<file path="src/rtl/ucsbece154b_fetch_pkg.sv">
// ucsbece154b_fetch_pkg: fetch FSM state encodings, reset PC and NOP encoding shared by the fetch stage
package ucsbece154b_fetch_pkg;
  typedef enum logic [1:0] {FETCH_REQ, FETCH_WAIT, FETCH_DROP, FETCH_HOLD} fetch_state_e;
  localparam logic [31:0] RESET_PC_DEF = 32'h0001_0000;
  localparam logic [31:0] NOP_INSTR_DEF = 32'h0000_0013;
endpackage

</file>
<file path="src/rtl/ucsbece154b_ifid_reg.sv">
// ucsbece154b_ifid_reg: IF/ID register (flush > stall > load > bubble); ports: clk/reset, flush/stall/load controls, instr/pc/pc+4 in, instr/pc/pc+4/valid out
import ucsbece154b_fetch_pkg::*;
module ucsbece154b_ifid_reg #(
  parameter logic [31:0] NOP_INSTR = NOP_INSTR_DEF
) (
  input  logic        clk,
  input  logic        reset,
  input  logic        flush_i,
  input  logic        stall_i,
  input  logic        load_i,
  input  logic [31:0] instr_i,
  input  logic [31:0] pc_i,
  input  logic [31:0] pcplus4_i,
  output logic [31:0] instr_o,
  output logic [31:0] pc_o,
  output logic [31:0] pcplus4_o,
  output logic        valid_o
);
  logic [31:0] r_instr, r_pc, r_pcplus4;
  logic        r_valid;
  always_ff @(posedge clk or posedge reset)
    if (reset) begin
      r_instr   <= NOP_INSTR;
      r_pc      <= '0;
      r_pcplus4 <= '0;
      r_valid   <= 1'b0;
    end else if (flush_i) begin
      r_instr <= NOP_INSTR;
      r_valid <= 1'b0;
    end else if (!stall_i) begin
      r_instr <= load_i ? instr_i : NOP_INSTR;
      r_valid <= load_i;
      if (load_i) begin
        r_pc      <= pc_i;
        r_pcplus4 <= pcplus4_i;
      end
    end
  assign instr_o   = r_instr;
  assign pc_o      = r_pc;
  assign pcplus4_o = r_pcplus4;
  assign valid_o   = r_valid;
endmodule

</file>
<file path="src/rtl/ucsbece154b_fetch.sv">
// ucsbece154b_fetch: PCF, single-outstanding imem request FSM with stale-response drop and stall hold buffer, feeding IF/ID and decode fields
import ucsbece154b_fetch_pkg::*;
module ucsbece154b_fetch #(
  parameter logic [31:0] RESET_PC  = RESET_PC_DEF,
  parameter logic [31:0] NOP_INSTR = NOP_INSTR_DEF
) (
  input  logic        clk,
  input  logic        reset,
  input  logic        StallF_i,
  input  logic        StallD_i,
  input  logic        FlushD_i,
  input  logic        PCSrcE_i,
  input  logic [31:0] PCTargetE_i,
  output logic        IMemReq_o,
  output logic [31:0] IMemAddr_o,
  input  logic [31:0] IMemRdata_i,
  input  logic        IMemValid_i,
  output logic [31:0] InstrD_o,
  output logic [31:0] PCD_o,
  output logic [31:0] PCPlus4D_o,
  output logic        ValidD_o,
  output logic [6:0]  op_o,
  output logic [2:0]  funct3_o,
  output logic        funct7b5_o,
  output logic [4:0]  Rs1D_o,
  output logic [4:0]  Rs2D_o,
  output logic [4:0]  RdD_o
);
  fetch_state_e r_state, w_state_n;
  logic [31:0]  r_pcf, w_pcf_n, r_hold, w_hold_n, w_dinstr;
  logic         w_stall, w_deliver;
  assign w_stall = StallF_i | StallD_i;
  always_comb begin
    w_state_n = r_state;
    w_pcf_n   = r_pcf;
    w_hold_n  = r_hold;
    w_deliver = 1'b0;
    w_dinstr  = IMemRdata_i;
    unique case (r_state)
      FETCH_REQ:
        if (PCSrcE_i) w_pcf_n = PCTargetE_i;
        else w_state_n = FETCH_WAIT;
      FETCH_WAIT:
        if (PCSrcE_i) begin
          w_pcf_n   = PCTargetE_i;
          w_state_n = IMemValid_i ? FETCH_REQ : FETCH_DROP;
        end else if (IMemValid_i && w_stall) begin
          w_hold_n  = IMemRdata_i;
          w_state_n = FETCH_HOLD;
        end else if (IMemValid_i) begin
          w_deliver = 1'b1;
          w_state_n = FETCH_REQ;
        end
      FETCH_DROP: begin
        if (PCSrcE_i) w_pcf_n = PCTargetE_i;
        if (IMemValid_i) w_state_n = FETCH_REQ;
      end
      FETCH_HOLD: begin
        w_dinstr = r_hold;
        if (PCSrcE_i) begin
          w_hold_n  = '0;
          w_pcf_n   = PCTargetE_i;
          w_state_n = FETCH_REQ;
        end else if (!w_stall) begin
          w_deliver = 1'b1;
          w_state_n = FETCH_REQ;
        end
      end
    endcase
    if (w_deliver) w_pcf_n = r_pcf + 32'd4;
  end
  always_ff @(posedge clk or posedge reset)
    if (reset) begin
      r_state <= FETCH_REQ;
      r_pcf   <= RESET_PC;
      r_hold  <= '0;
    end else begin
      r_state <= w_state_n;
      r_pcf   <= w_pcf_n;
      r_hold  <= w_hold_n;
    end
  assign IMemReq_o  = (r_state == FETCH_REQ) && !PCSrcE_i && !reset;
  assign IMemAddr_o = r_pcf;
  ucsbece154b_ifid_reg #(.NOP_INSTR(NOP_INSTR)) u_ifid (
    .clk       (clk),
    .reset     (reset),
    .flush_i   (FlushD_i),
    .stall_i   (StallD_i),
    .load_i    (w_deliver),
    .instr_i   (w_dinstr),
    .pc_i      (r_pcf),
    .pcplus4_i (r_pcf + 32'd4),
    .instr_o   (InstrD_o),
    .pc_o      (PCD_o),
    .pcplus4_o (PCPlus4D_o),
    .valid_o   (ValidD_o)
  );
  assign op_o       = InstrD_o[6:0];
  assign funct3_o   = InstrD_o[14:12];
  assign funct7b5_o = InstrD_o[30];
  assign Rs1D_o     = InstrD_o[19:15];
  assign Rs2D_o     = InstrD_o[24:20];
  assign RdD_o      = InstrD_o[11:7];
endmodule

</file>
<file path="config.mk">
export PLATFORM = sky130hd
export DESIGN_NAME = ucsbece154b_fetch
export DESIGN_NICKNAME = d
export VERILOG_FILES = /design/src/rtl/ucsbece154b_fetch_pkg.sv /design/src/rtl/ucsbece154b_ifid_reg.sv /design/src/rtl/ucsbece154b_fetch.sv
export SDC_FILE = /design/constraint.sdc
export NUM_CORES = 1
export LEC_CHECK = 0
export BUFFER_PORTS_ARGS = -buffer_cell sky130_fd_sc_hd__buf_2
export CORE_ASPECT_RATIO = 1.25
export CORE_MARGIN = 2
export CORE_UTILIZATION = 40
export DETAILED_ROUTE_END_ITERATION = 8
export PLACE_DENSITY_LB_ADDON = 0.15
export SYNTH_ARGS = -nofsm -noshare
export SYNTH_HDL_FRONTEND = slang
export SYNTH_SLANG_ARGS = --single-unit
</file>
<file path="constraint.sdc">
create_clock -name clk -period 8.8 [get_ports clk]
set_input_delay 0.44 -clock clk [delete_from_list [all_inputs] [get_ports clk]]
set_output_delay 0.44 -clock clk [all_outputs]
set_load 0.02 [all_outputs]
</file>
==> results of run 1 <==
==> cells in the mapped netlist (all sizes together) (5+ instances only) <==
cell / count
nor4: 9
a21oi: 37
a22o: 32
dfrtp: 157
nand2: 200
buf: 33
nand3: 13
inv: 6
xor2: 16
nor2: 21
o21ai: 95
xnor2: 38
nand4: 14
nor2b: 34
and3: 8
clkbuf: 55
nor3: 13
or3: 5
ha: 6
==> through the flow <==
step | utilization (%) | hold WS, ps
after floorplan | - | 458
after global placement | 46.3 | 457
after detailed placement | 46.3 | 457
after CTS | 49.4 | 203
after global routing | 49.4 | 219
final | 49.4 | 212
==> critical path, stage by stage, from the launching register on <==
cell	delay, ps
dfrtp_1	420
ha_2	1020
a21o_1	190
nand2_1	370
or3_4	910
nand2_1	220
o21ai_0	100
==> final cells by class <==
class / instances / share of cell area [%]
flip-flops and latches: 161 / 43.8
multi-input cells: 562 / 33.7
repair buffers: 231 / 12.7
clock buffers: 22 / 5.15
well taps: 232 / 3.15
clock inverters: 9 / 1.17
inverters: 7 / 0.339
==> how the worst max path moves through the flow <==
stage / from / end / slack [ps] / depth (start not counted)
6_report: r_state[1]$_DFFE_PP0P_ / u_ifid.pcplus4_o[31]$_DFFE_PP0P_ / 5340 / 6
5_1_grt: r_state[1]$_DFFE_PP0P_ / u_ifid.pc_o[31]$_DFFE_PP0P_ / 4990 / 7
4_1_cts: r_state[1]$_DFFE_PP0P_ / u_ifid.pc_o[26]$_DFFE_PP0P_ / 5320 / 7
3_5_place_dp: r_state[1]$_DFFE_PP0P_ / u_ifid.pc_o[26]$_DFFE_PP0P_ / 5330 / 7
3_3_place_gp: r_state[1]$_DFFE_PP0P_ / u_ifid.pc_o[15]$_DFFE_PP0P_ / 5400 / 7
2_1_floorplan: reset / IMemReq_o / 4000 / 2
==> routing by layer <==
layer  global-route usage (%)  part of all wire, %  up-vias
li1                         -                    -     3038
met1                     26.4                   45     2981
met2                     34.1                   48      182
met3                     4.77                  4.8       26
met4                     6.75                  1.9        2
met5                        0                0.055        -
==> report_power, final <==
| group | switching (mW) | internal [mW] | total, mW |
|---|---|---|---|
| clock | 0.293 | 0.438 | 0.731 |
| sequential | 0.139 | 0.949 | 1.09 |
| combinational | 0.459 | 0.274 | 0.733 |
| total | 0.890 | 1.66 | 2.55 |
==> state kept, by name (all words and copies together) (netlist names) <==
register and flops:
u_ifid.valid_o 1, u_ifid.pcplus4_o 32, IMemAddr_o 32, u_ifid.pc_o 30, u_ifid.instr_o 32, r_hold 32, r_state 2
==> cell families after synthesis <==
| group | share of synthesized area, % |
|---|---|
| AO/OA/AOI/OAI | 12.9 |
| buffers and inverters | 6.23 |
| adder cells (fa/ha/maj) | 0.991 |
| flip-flops | 53.3 |
| XOR/XNOR | 6.24 |
| multiplexers | 0.578 |
| AND/OR/NAND/NOR | 19.8 |
==> metrics.txt, run 1 <==
Worst-Margin Slew=1250 ps; Register Area=4030 µm²; Post-Syn Area=7570 µm²; H-tree depth=4; Setup TNS Final=0 ps; Startpoint Class=flop; clock slew seen by the registers of the worst setup and hold paths=60 ps; Post-Layout Cell Count=1224; synthesis-to-finish area growth=21.6%; cells taking the most area after synthesis=dfrtp_1 (52%), nand2_1 (9.9%), o21ai_0 (6.2%); placed cell areas=8630 µm²; global-route wire length before repair=32.0 mm; num rows=56; Iteration-0 DRC Markers=345; maxcap violations=0; worst vdd ir=130 µV; DP Worst Slack=5330 ps; post-synth top area share=51.9%; Final setup viols=0; vias per cell=5.09; Reg2Reg Launch Point=r_state[1]$_DFFE_PP0P_; # diodes=0; Overflow after GRT=0; starting density of the core=40.6%; asr flop ratio synth=100%; layout cells sized above 1=28.0%; crit-path max FO=124; Power Total=2.55 mW; register bit total from synthesis=161; worst skew pair latency=420 ps; Fin Clk Skew=9.86 ps; reg2reg end=u_ifid.pcplus4_o[31]$_DFFE_PP0P_; Die Area=20100 µm²; max-slew violation count=0; gpl congestion=0.820; fill count=1812; Tightest Hold Check Type=input pin to async pin; Synth area leader=dfrtp_1; Data arrival, critical path=3710 ps; clock sink count=161; PortBufs=226; status=finished, final reports clean; post-route clock period utilization=39.4%; Post-synth EDFFs=0; Post-Synthesis Net Count=895; Critical Path RT=9050 ps; WS Path Type=flop to flop; Avg WL per Cell=16.4 µm; DP Cell Count=1193; clock root cell=clkbuf_16; pin count of the biggest net entering global routing=125; Die Ht=158 µm; Hold Buf Count CTS=0; post-CTS resize count=0; All-Layer GR Usage=20.4%; total number of vias=6229; post-synthesis cell count=818; r2r setup slk=5340 ps; Min Clock Period, post-route=3460 ps; R2R depth=6; pwr/cell area=277 nW/µm²; relative slew slack=16.9%; Main synth FF type=dfrtp_1; die width=127 µm; DRT antenna net count=0; syn_area_per_cell=9.26 µm²; setup bufs post-CTS=0; most frequent cells in the layout=buf_2 (226), nand2_1 (200), dfrtp_1 (157), o21ai_0 (94), xnor2_1 (38); layout net count=1057; # IOs=227; final worst slack=5340 ps; multi-input logic area=3110 µm²; Core Area=18600 µm²; Leak=4.56 nW; initial antenna violation count=2; commonest non-fill, non-tap cell in the layout=buf_2; Setup crit end kind=flop; vias in the first global route=6014; part of the Yosys area used for sequential elements=53.3%; maximum root-to-sink buffer count=2; final hold viol count=0; fmax=289 MHz; fin area=9210 µm²; RSZ-0062 raised after global routing=false; Netlist cell types=36; TritonCTS clock tree=built; DRC=0; Detailed Place HPWL=13.3 mm; drt pass-1 iters=5; routed wire length=20.1 mm; Inserted Clock Buffers=17; number of synthesis warnings=0
No activity file was read; power rests on OpenSTA's default activity.
==> run 2, diff against run 1 <==
==> constraint.sdc (replaced) <==
create_clock -name clk -period 3.4 [get_ports clk]
set_input_delay 0.17 -clock clk [delete_from_list [all_inputs] [get_ports clk]]
set_output_delay 0.17 -clock clk [all_outputs]
set_load 0.02 [all_outputs]
==> metrics.txt, run 2 (synthesis gave the netlist of run 1 again) <==
clock slew seen by the registers of the worst setup and hold paths=70 ps (about the same); commonest non-fill, non-tap cell in the layout=buf_2; Detailed Place HPWL=13.7 mm (+3.2%); gpl congestion=0.804 (-1.9%); Iteration-0 DRC Markers=334 (-3.2%); worst skew pair latency=430 ps (about the same); # IOs=227 (unchanged); worst hold slack=27.1 ps (-185 ps); DP Cell Count=1202 (+0.75%); post-CTS resize count=0 (unchanged); DRC=0 (unchanged); internal power=4.18 mW (+150%); Net Sw Frac=36.0% (+1.1 points); fmax=407 MHz (+41%); Avg WL per Cell=15.8 µm (-3.7%); pin count of the biggest net entering global routing=83 (-34%); most frequent cells in the layout=buf_2 (226), nand2_1 (200), dfrtp_1 (157), o21ai_0 (94), xnor2_1 (38); global-route wire length before repair=32.8 mm (+2.5%); Min Clock Period, post-route=2460 ps (-1010 ps); R2R depth=5 (-1); Final setup viols=0 (unchanged); final worst slack=942 ps (-4390 ps); status=finished, final reports clean; crit-path max FO=13 (-90%); depth of the worst hold-timing path=3; drt pass-1 iters=4 (-1); clock root cell=clkbuf_16; Fin Clk Skew=11.9 ps (+2.04 ps); vias in the first global route=6254 (+4.0%); RSZ-0062 raised after global routing=false; pwr/cell area=681 nW/µm² (+150%); DP Worst Slack=937 ps (-4390 ps); Setup TNS Final=0 ps (unchanged); clock sink count=161 (unchanged); # diodes=0 (unchanged); Leak=4.71 nW (+3.4%); layout net count=1097 (+3.8%); PortBufs=226 (unchanged); post-route clock period utilization=72.3% (+33 points); maxcap violations=0 (unchanged); Data arrival, critical path=2810 ps (-900 ps); layout cells sized above 1=28.0% (-0.047 points); Worst-Margin Slew=827 ps (-420 ps); num rows=56 (unchanged); r2r setup slk=940 ps (-4390 ps); Die Ht=158 µm (unchanged); H-tree depth=4 (unchanged); placed cell areas=8720 µm² (+1.1%); fin area=9590 µm² (+4.0%); Post-Layout Cell Count=1265 (+3.3%); total number of vias=6318 (+1.4%); vias per cell=4.99 (-1.9%); final hold viol count=0 (unchanged); setup bufs post-CTS=0 (unchanged); TritonCTS clock tree=built; NetSw=2.35 mW (+160%); WS Path Type=flop to flop; Tightest Hold Check Type=input pin to flop; max-slew violation count=0 (unchanged); Sequential Power Share=42.9% (+0.3 points); Startpoint Class=flop; initial antenna violation count=0 (-2); All-Layer GR Usage=20.6% (+0.14 points); starting density of the core=40.6% (unchanged); Inserted Clock Buffers=17 (unchanged); Critical Path RT=3750 ps (-5300 ps); worst vdd ir=336 µV (+160%); die width=127 µm (unchanged); Setup crit end kind=flop; maximum root-to-sink buffer count=2 (unchanged); routed wire length=20.0 mm (-0.51%); synthesis-to-finish area growth=26.5%; logic gate share of total power=29.7% (+1.0 points); Hold Buf Count CTS=31 (+31); Die Area=20100 µm² (unchanged); Overflow after GRT=0 (unchanged); Clk pwr share=27.4% (-1.3 points); Core Area=18600 µm² (unchanged); relative slew slack=44.8% (+28 points); DRT antenna net count=0 (unchanged)
## run 2: changes by cell type in the layout (fill, tap and decap cells not counted), sizes merged
cell / previous run / this run
bufinv: 2 / 0
dlygate4sd3: 0 / 31
buf: 231 / 240
inv: 6 / 8
clkinvlp: 2 / 5
clkbuf: 22 / 20
## run 2: worst paths after layout
check                                             from                           to
min in group asynchronous                        reset  u_ifid.pc_o[28]$_DFFE_PP0P_
max                          IMemAddr_o[5]$_DFFE_PP0P_   IMemAddr_o[28]$_DFFE_PP0P_
max reg2reg                  IMemAddr_o[5]$_DFFE_PP0P_   IMemAddr_o[28]$_DFFE_PP0P_
max in group asynchronous                        reset        r_hold[9]$_DFFE_PP0P_
min                                    PCTargetE_i[30]   IMemAddr_o[30]$_DFFE_PP0P_
min reg2reg                u_ifid.pc_o[29]$_DFFE_PP0P_  u_ifid.pc_o[29]$_DFFE_PP0P_
## run 2: power by group through the flow
stage               sequential, mW  combinational [mW]  clock (mW)
finish                        2.80                1.94        1.79
global route                  2.88                2.17        1.93
CTS                           2.80                1.98        1.85
detailed placement            2.83                1.94           0
global placement              2.82                1.93           0
floorplan                     3.18               0.904           0
## run 2: final cells by class
type                       count  area (µm²)
sequential                   161        4030
timing repair buffer         271        1570
clock inverter                12         100
inverter                       7        30.0
clock buffer                  20         457
tap                          232         290
multi-input combinational    562        3100
fill                        1801        9050
## run 2: routing by layer
metal	global-route usage (%)	share of wire, %
met1	27.1	45
met2	34.4	48
met3	4.53	4.8
met4	5.86	1.5
met5	0	0
## run 2: worst max-delay path: stages (launching register included)
cell,delay [ps]
dfrtp_1,490
nand4_2,210
or4_4,630
or4_4,580
or3_1,310
a31oi_1,160
## run 2: per-stage QoR
stage | util (%) | total power [mW]
3_5_place_dp | 46.8 | 4.77
5_1_grt | 51.4 | 6.98
6_report | 51.4 | 6.53
2_1_floorplan | - | 4.09
3_3_place_gp | 46.8 | 4.75
4_1_cts | 51.4 | 6.63
